==> src/rtl/seg_scan_pkg.sv <==
// Shared constants for the six-digit multiplexed seven-segment scanner.
// Segment codes are active-low, bit0 = a ... bit6 = g.
package seg_scan_pkg;

  localparam int unsigned NUM_DIGITS = 6;

  localparam int unsigned SEC_LO = 0;
  localparam int unsigned SEC_HI = 1;
  localparam int unsigned MIN_LO = 2;
  localparam int unsigned MIN_HI = 3;
  localparam int unsigned HR_LO  = 4;
  localparam int unsigned HR_HI  = 5;

  localparam logic [6:0] SEG_OFF = 7'h7F;

  // Entry n is the active-low pattern for decimal digit n.
  localparam logic [9:0][6:0] SEG_TABLE = {
    7'h10, 7'h00, 7'h78, 7'h02, 7'h12, 7'h19, 7'h30, 7'h24, 7'h79, 7'h40
  };

endpackage

==> src/rtl/bcd_to_seg.sv <==
// Combinational BCD to active-low seven-segment decoder; non-decimal codes go dark.
module bcd_to_seg
  import seg_scan_pkg::*;
(
  input  logic [3:0] bcd,
  output logic [6:0] seg
);

  always_comb begin
    seg = SEG_OFF;
    if (bcd <= 4'd9) seg = SEG_TABLE[bcd];
  end

endmodule

==> src/rtl/seg_scan_driver.sv <==
// Six-digit multiplexed seven-segment driver with frame-synchronous display updates.
// Optional build macro LEADING_ZERO_BLANK_EN blanks digit 5 when it holds zero.
module seg_scan_driver
  import seg_scan_pkg::*;
#(
  parameter int unsigned SCAN_DIV  = 50000,
  parameter int unsigned BLANK_CYC = 4
) (
  input  logic        clk,
  input  logic        rst,
  input  logic [23:0] digit_in,
  input  logic [5:0]  dp_in,
  input  logic        load,
  output logic [6:0]  seg_n,
  output logic        dp_n,
  output logic [5:0]  an_n,
  output logic        frame_done
);

  localparam int unsigned PW = $clog2(SCAN_DIV);
  localparam logic [PW-1:0] PRE_LAST    = PW'(SCAN_DIV - 1);
  localparam logic [PW-1:0] BLANK_START = PW'(BLANK_CYC);
  localparam logic [2:0]    LAST_IDX    = 3'(NUM_DIGITS - 1);

  logic [PW-1:0] prescaler;
  logic [2:0]    index;
  logic [23:0]   dispDigits, pendDigits;
  logic [5:0]    dispDp, pendDp;
  logic          pending;

  logic          preWrap, boundary;
  logic [3:0]    nib;
  logic          dpSel;
  logic [6:0]    segRaw, segNext;
  logic          dpNext;
  logic [5:0]    anNext;

  assign preWrap  = (prescaler == PRE_LAST);
  assign boundary = preWrap && (index == LAST_IDX);

  always_comb begin
    nib   = 4'd0;
    dpSel = 1'b0;
    for (int unsigned i = 0; i < NUM_DIGITS; i++) begin
      if (index == 3'(i)) begin
        nib   = dispDigits[i*4 +: 4];
        dpSel = dispDp[i];
      end
    end
  end

  bcd_to_seg uSeg (
    .bcd (nib),
    .seg (segRaw)
  );

  always_comb begin
    segNext = segRaw;
    dpNext  = ~dpSel;
`ifdef LEADING_ZERO_BLANK_EN
    if (index == 3'(HR_HI) && nib == 4'd0) begin
      segNext = SEG_OFF;
      dpNext  = 1'b1;
    end
`endif
  end

  always_comb begin
    anNext = '1;
    for (int unsigned i = 0; i < NUM_DIGITS; i++) begin
      if (index == 3'(i) && prescaler >= BLANK_START) anNext[i] = 1'b0;
    end
  end

  always_ff @(posedge clk) begin
    if (rst) begin
      prescaler  <= '0;
      index      <= '0;
      pending    <= 1'b0;
      dispDigits <= '0;
      dispDp     <= '0;
      pendDigits <= '0;
      pendDp     <= '0;
      an_n       <= '1;
      seg_n      <= SEG_OFF;
      dp_n       <= 1'b1;
      frame_done <= 1'b0;
    end else begin
      if (preWrap) begin
        prescaler <= '0;
        index     <= (index == LAST_IDX) ? 3'd0 : index + 3'd1;
      end else begin
        prescaler <= prescaler + 1'b1;
      end

      // Display only changes on the frame boundary, so a frame is never torn.
      if (boundary) begin
        if (load) begin
          dispDigits <= digit_in;
          dispDp     <= dp_in;
        end else if (pending) begin
          dispDigits <= pendDigits;
          dispDp     <= pendDp;
        end
        pending <= 1'b0;
      end else if (load) begin
        pendDigits <= digit_in;
        pendDp     <= dp_in;
        pending    <= 1'b1;
      end

      frame_done <= boundary;
      an_n       <= anNext;
      seg_n      <= segNext;
      dp_n       <= dpNext;
    end
  end

endmodule

==> config.mk <==
export PLATFORM = sky130hd
export DESIGN_NAME = seg_scan_driver
export DESIGN_NICKNAME = d
export VERILOG_FILES = /design/src/rtl/seg_scan_pkg.sv /design/src/rtl/bcd_to_seg.sv /design/src/rtl/seg_scan_driver.sv
export SDC_FILE = /design/constraint.sdc
export NUM_CORES = 1
export LEC_CHECK = 0
export CAP_MARGIN = 25
export CORE_MARGIN = 2
export CORE_UTILIZATION = 55
export DETAILED_ROUTE_END_ITERATION = 16
export PLACE_DENSITY = 0.76
export SYNTH_ARGS = -nofsm -noshare
export SYNTH_HDL_FRONTEND = slang
export SYNTH_SLANG_ARGS = --single-unit
==> constraint.sdc <==
create_clock -name clk -period 6.1 [get_ports clk]
set_input_delay 0.61 -clock clk [delete_from_list [all_inputs] [get_ports clk]]
set_output_delay 0.61 -clock clk [all_outputs]
set_load 0.005 [all_outputs]
==> reports/results.txt <==
Starting Density: 56.5%
CP delay by family, top: flip-flops
Adder-cell share of the synthesized area: 2.01%
TritonCTS Buffers: 9
Core Rows: 32
VDD IR max: 0.117 mV
Worst Tran Pin Value: 0.867 ns
Final min period: 2.98 ns
Ys flop type: dfxtp_1
Clk buf depth: 2
Final Hold Fails: 0
Post-synthesis cell count: 479
Clk root buf: clkbuf_8
Worst path required time: 6.32 ns
Total Wirelength: 8.48 mm
Routed length per instance: 13.7 µm
Hold path start: dispDigits[12]
Hold WC Path Type: register to register
Ys Warns: 0
Post-Syn Area: 4350 µm²
Crit share post-route: 48.9%
Worst clock skew: 0.00929 ns
Worst path most repeated cell: ha_1
Multiplexer area fraction after synthesis: 16.1%
GRT Total Usage: 20.4%
Mean Syn Cell Area: 9.07 µm²
Drt initial violations: 206
CP Launch Type: register
Clock latency on the worst-skew pair: 0.36 ns
Slowest cell on crit path: dfxtp_1
Netlist cell types: 55
Compound-Gate Fraction of Synth Area: 10.1%
Final Worst Setup Slack: 3.12 ns
Setup_tns: 0 ns
Synth Area in Simple Gates: 20.5%
Pre-antenna DRT Iters: 4
Cell Pwr Density: 224 nW/µm²
Slowest Stage Delay on Critical Path: 0.89 ns
Post-synth EDFFs: 0
CP Capture Type: register
CP Max Fanout: 25
IO buf count: 47
Die Wd: 92.9 µm
Diode count: 0
Largest net degree at the start of global routing: 71
Crit-path cells: and2_1 > ha_1 > or2_2 > a221oi_1 > a2111oi_4 > ha_1 > nor2_1 > nor3b_1 > o21ai_0
P&R area growth vs syn: 15.1%
Cts hold-fix bufs: 0
Core area: 7690 µm²
Sequential share of the synthesized area: 43.8%
Initial antenna violation count: 0
Worst EP arrival: 3.21 ns
Total congestion overflow: 0
Critical path class: register to register
Final setup viols: 0
Routability congestion estimate: 0.808
Xor/xnor cell area share of the yosys netlist: 2.62%
Synth area leaders: dfxtp_1 44%, mux2i_1 8.3%, mux2_2 7.8%, nand2_1 6.1%, nor2_1 5.5%
Hpwl dp: 5.64 mm
Worst r2r src: index[0]
Vias per inst: 5.33
Layout Nets: 554
TritonCTS Sinks: 95
Leakage: 1.87 nW
Via Count: 3,311
TritonCTS clock tree: built
First-pass GRT wire length: 14.3 mm
Die Y: 92.9 µm
Max cap viols: 0
Detail Route Antenna Nets: 0
Yosys top cell by area: dfxtp_1
DR DRC count: 0
CP startpoint: index[0]
Placement Setup Slack: 3.11 ns
PostCTS Resize Cnt: 0
#FFs+latches synth: 95
Net Count, Synth: 519
Slew headroom: 42.1%
Post-CTS setup buffers: 0
Async SR Flop Fraction: 0%
Largest family of logic cells by synthesized area: simple AND/OR/NAND/NOR gates
Commonest non-fill, non-tap cell in the layout: dfxtp_1
CTS H-Tree Depth: 3
Status: finished clean
Layout cells sized above 1: 11.9%
Crit path buffers/inverters: 0
RSZ-0062 raised after global routing: no
Die ar.: 8630 µm²
Number of global-route vias before repair: 3,179
Final Max Slew Viols: 0
Synth top area share: 43.8%
Commonest non-fill, non-tap cells in the layout: 95 x dfxtp_1, 71 x nand2_1, 64 x nor2_1
Clock transition at the registers of the reported paths: 0.08 ns
Peak Freq: 335 MHz
Boundary Pins: 48
-- cells by family (layout without fill, tap and decap cells) --
logic type,Yosys count,count (layout)
flip-flops,95,95
multiplexers,66,66
AO/OA/AOI/OAI,66,66
buffers and inverters,40,80
XOR/XNOR,13,13
adder cells (fa/ha/maj),7,7
AND/OR/NAND/NOR,192,192
-- metrics by stage --
| stage | util (%) | hold WS [ns] | power [W] | std cells | area [µm²] |
|---|---|---|---|---|---|
| final | 65.1 | 0.454 | 0.00112 | 621 | 5000 |
| after global routing | 65.1 | 0.478 | 0.00116 | 621 | 5000 |
| after CTS | 64.9 | 0.450 | 0.00113 | 620 | 4990 |
| after detailed placement | 62.5 | 0.438 | 0.000751 | 604 | 4810 |
| after global placement | 62.4 | 0.437 | 0.000749 | 603 | 4790 |
| after floorplan | - | 0.427 | 0.000715 | 479 | 4350 |
-- tightest hold or removal path: stages (launching register included) --
cell	delay, ns
dfxtp_1	0.32
nand2_1	0.05
a21oi_1	0.05
-- cells in the mapped netlist (all sizes together), types with 2 or more instances --
| cell | count |
|---|---|
| a32oi | 2 |
| mux2 | 30 |
| nand2b | 2 |
| o21bai | 3 |
| clkbuf | 14 |
| nor4 | 2 |
| a21oi | 36 |
| xnor2 | 11 |
| nor3b | 3 |
| dfxtp | 95 |
| or3 | 5 |
| o221ai | 2 |
| a221oi | 4 |
| or2 | 2 |
| nand2 | 71 |
| and3 | 7 |
| and4 | 2 |
| nor2 | 64 |
| buf | 14 |
| ha | 7 |
| o21ai | 8 |
| nand3b | 5 |
| nand3 | 12 |
| nor2b | 4 |
| and2 | 4 |
| inv | 12 |
| nor3 | 5 |
| xor2 | 2 |
| mux2i | 36 |
-- routing by layer --
| layer | vias up | routed length [µm] | GRT usage [%] |
|---|---|---|---|
| li1 | 1699 | - | - |
| met1 | 1527 | 4190 | 26.8 |
| met2 | 70 | 3710 | 33.2 |
| met3 | 15 | 408 | 3.82 |
| met4 | 0 | 170 | 8.33 |
| met5 | - | 0 | 0 |
-- worst paths after layout --
check                         to  slack [ns]  cells after the start
setup / recovery        seg_n[2]        3.12                      9
hold / removal    dispDigits[12]        0.45                      2
setup reg to reg        seg_n[2]        3.12                      9
hold reg to reg   dispDigits[12]        0.45                      2
-- report_power, final --
group	switching, W	internal [W]	leakage (nW)
logic	0.0000393	0.0000531	1.01
clock network	0.000222	0.000161	0.0849
registers	0.00000784	0.000636	0.775
-- registers in the layout, indices dropped and copies added, names as in the netlist --
register,flops
prescaler,16
index,3
pendDigits,24
an_n,6
dispDp,6
frame_done,1
seg_n,7
dispDigits,24
dp_n,1
pending,1
pendDp,6
-- final cells by class --
cell class	instances	area, µm²
Clock inverter	6	45.0
Timing Repair Buffer	52	514
Multi-Input combinational cell	344	2230
Fill cell	669	2690
Tap cell	102	128
Clock buffer	10	138
Inverter	12	45.0
Sequential cell	95	1900
No activity file was read; power rests on OpenSTA's default activity.
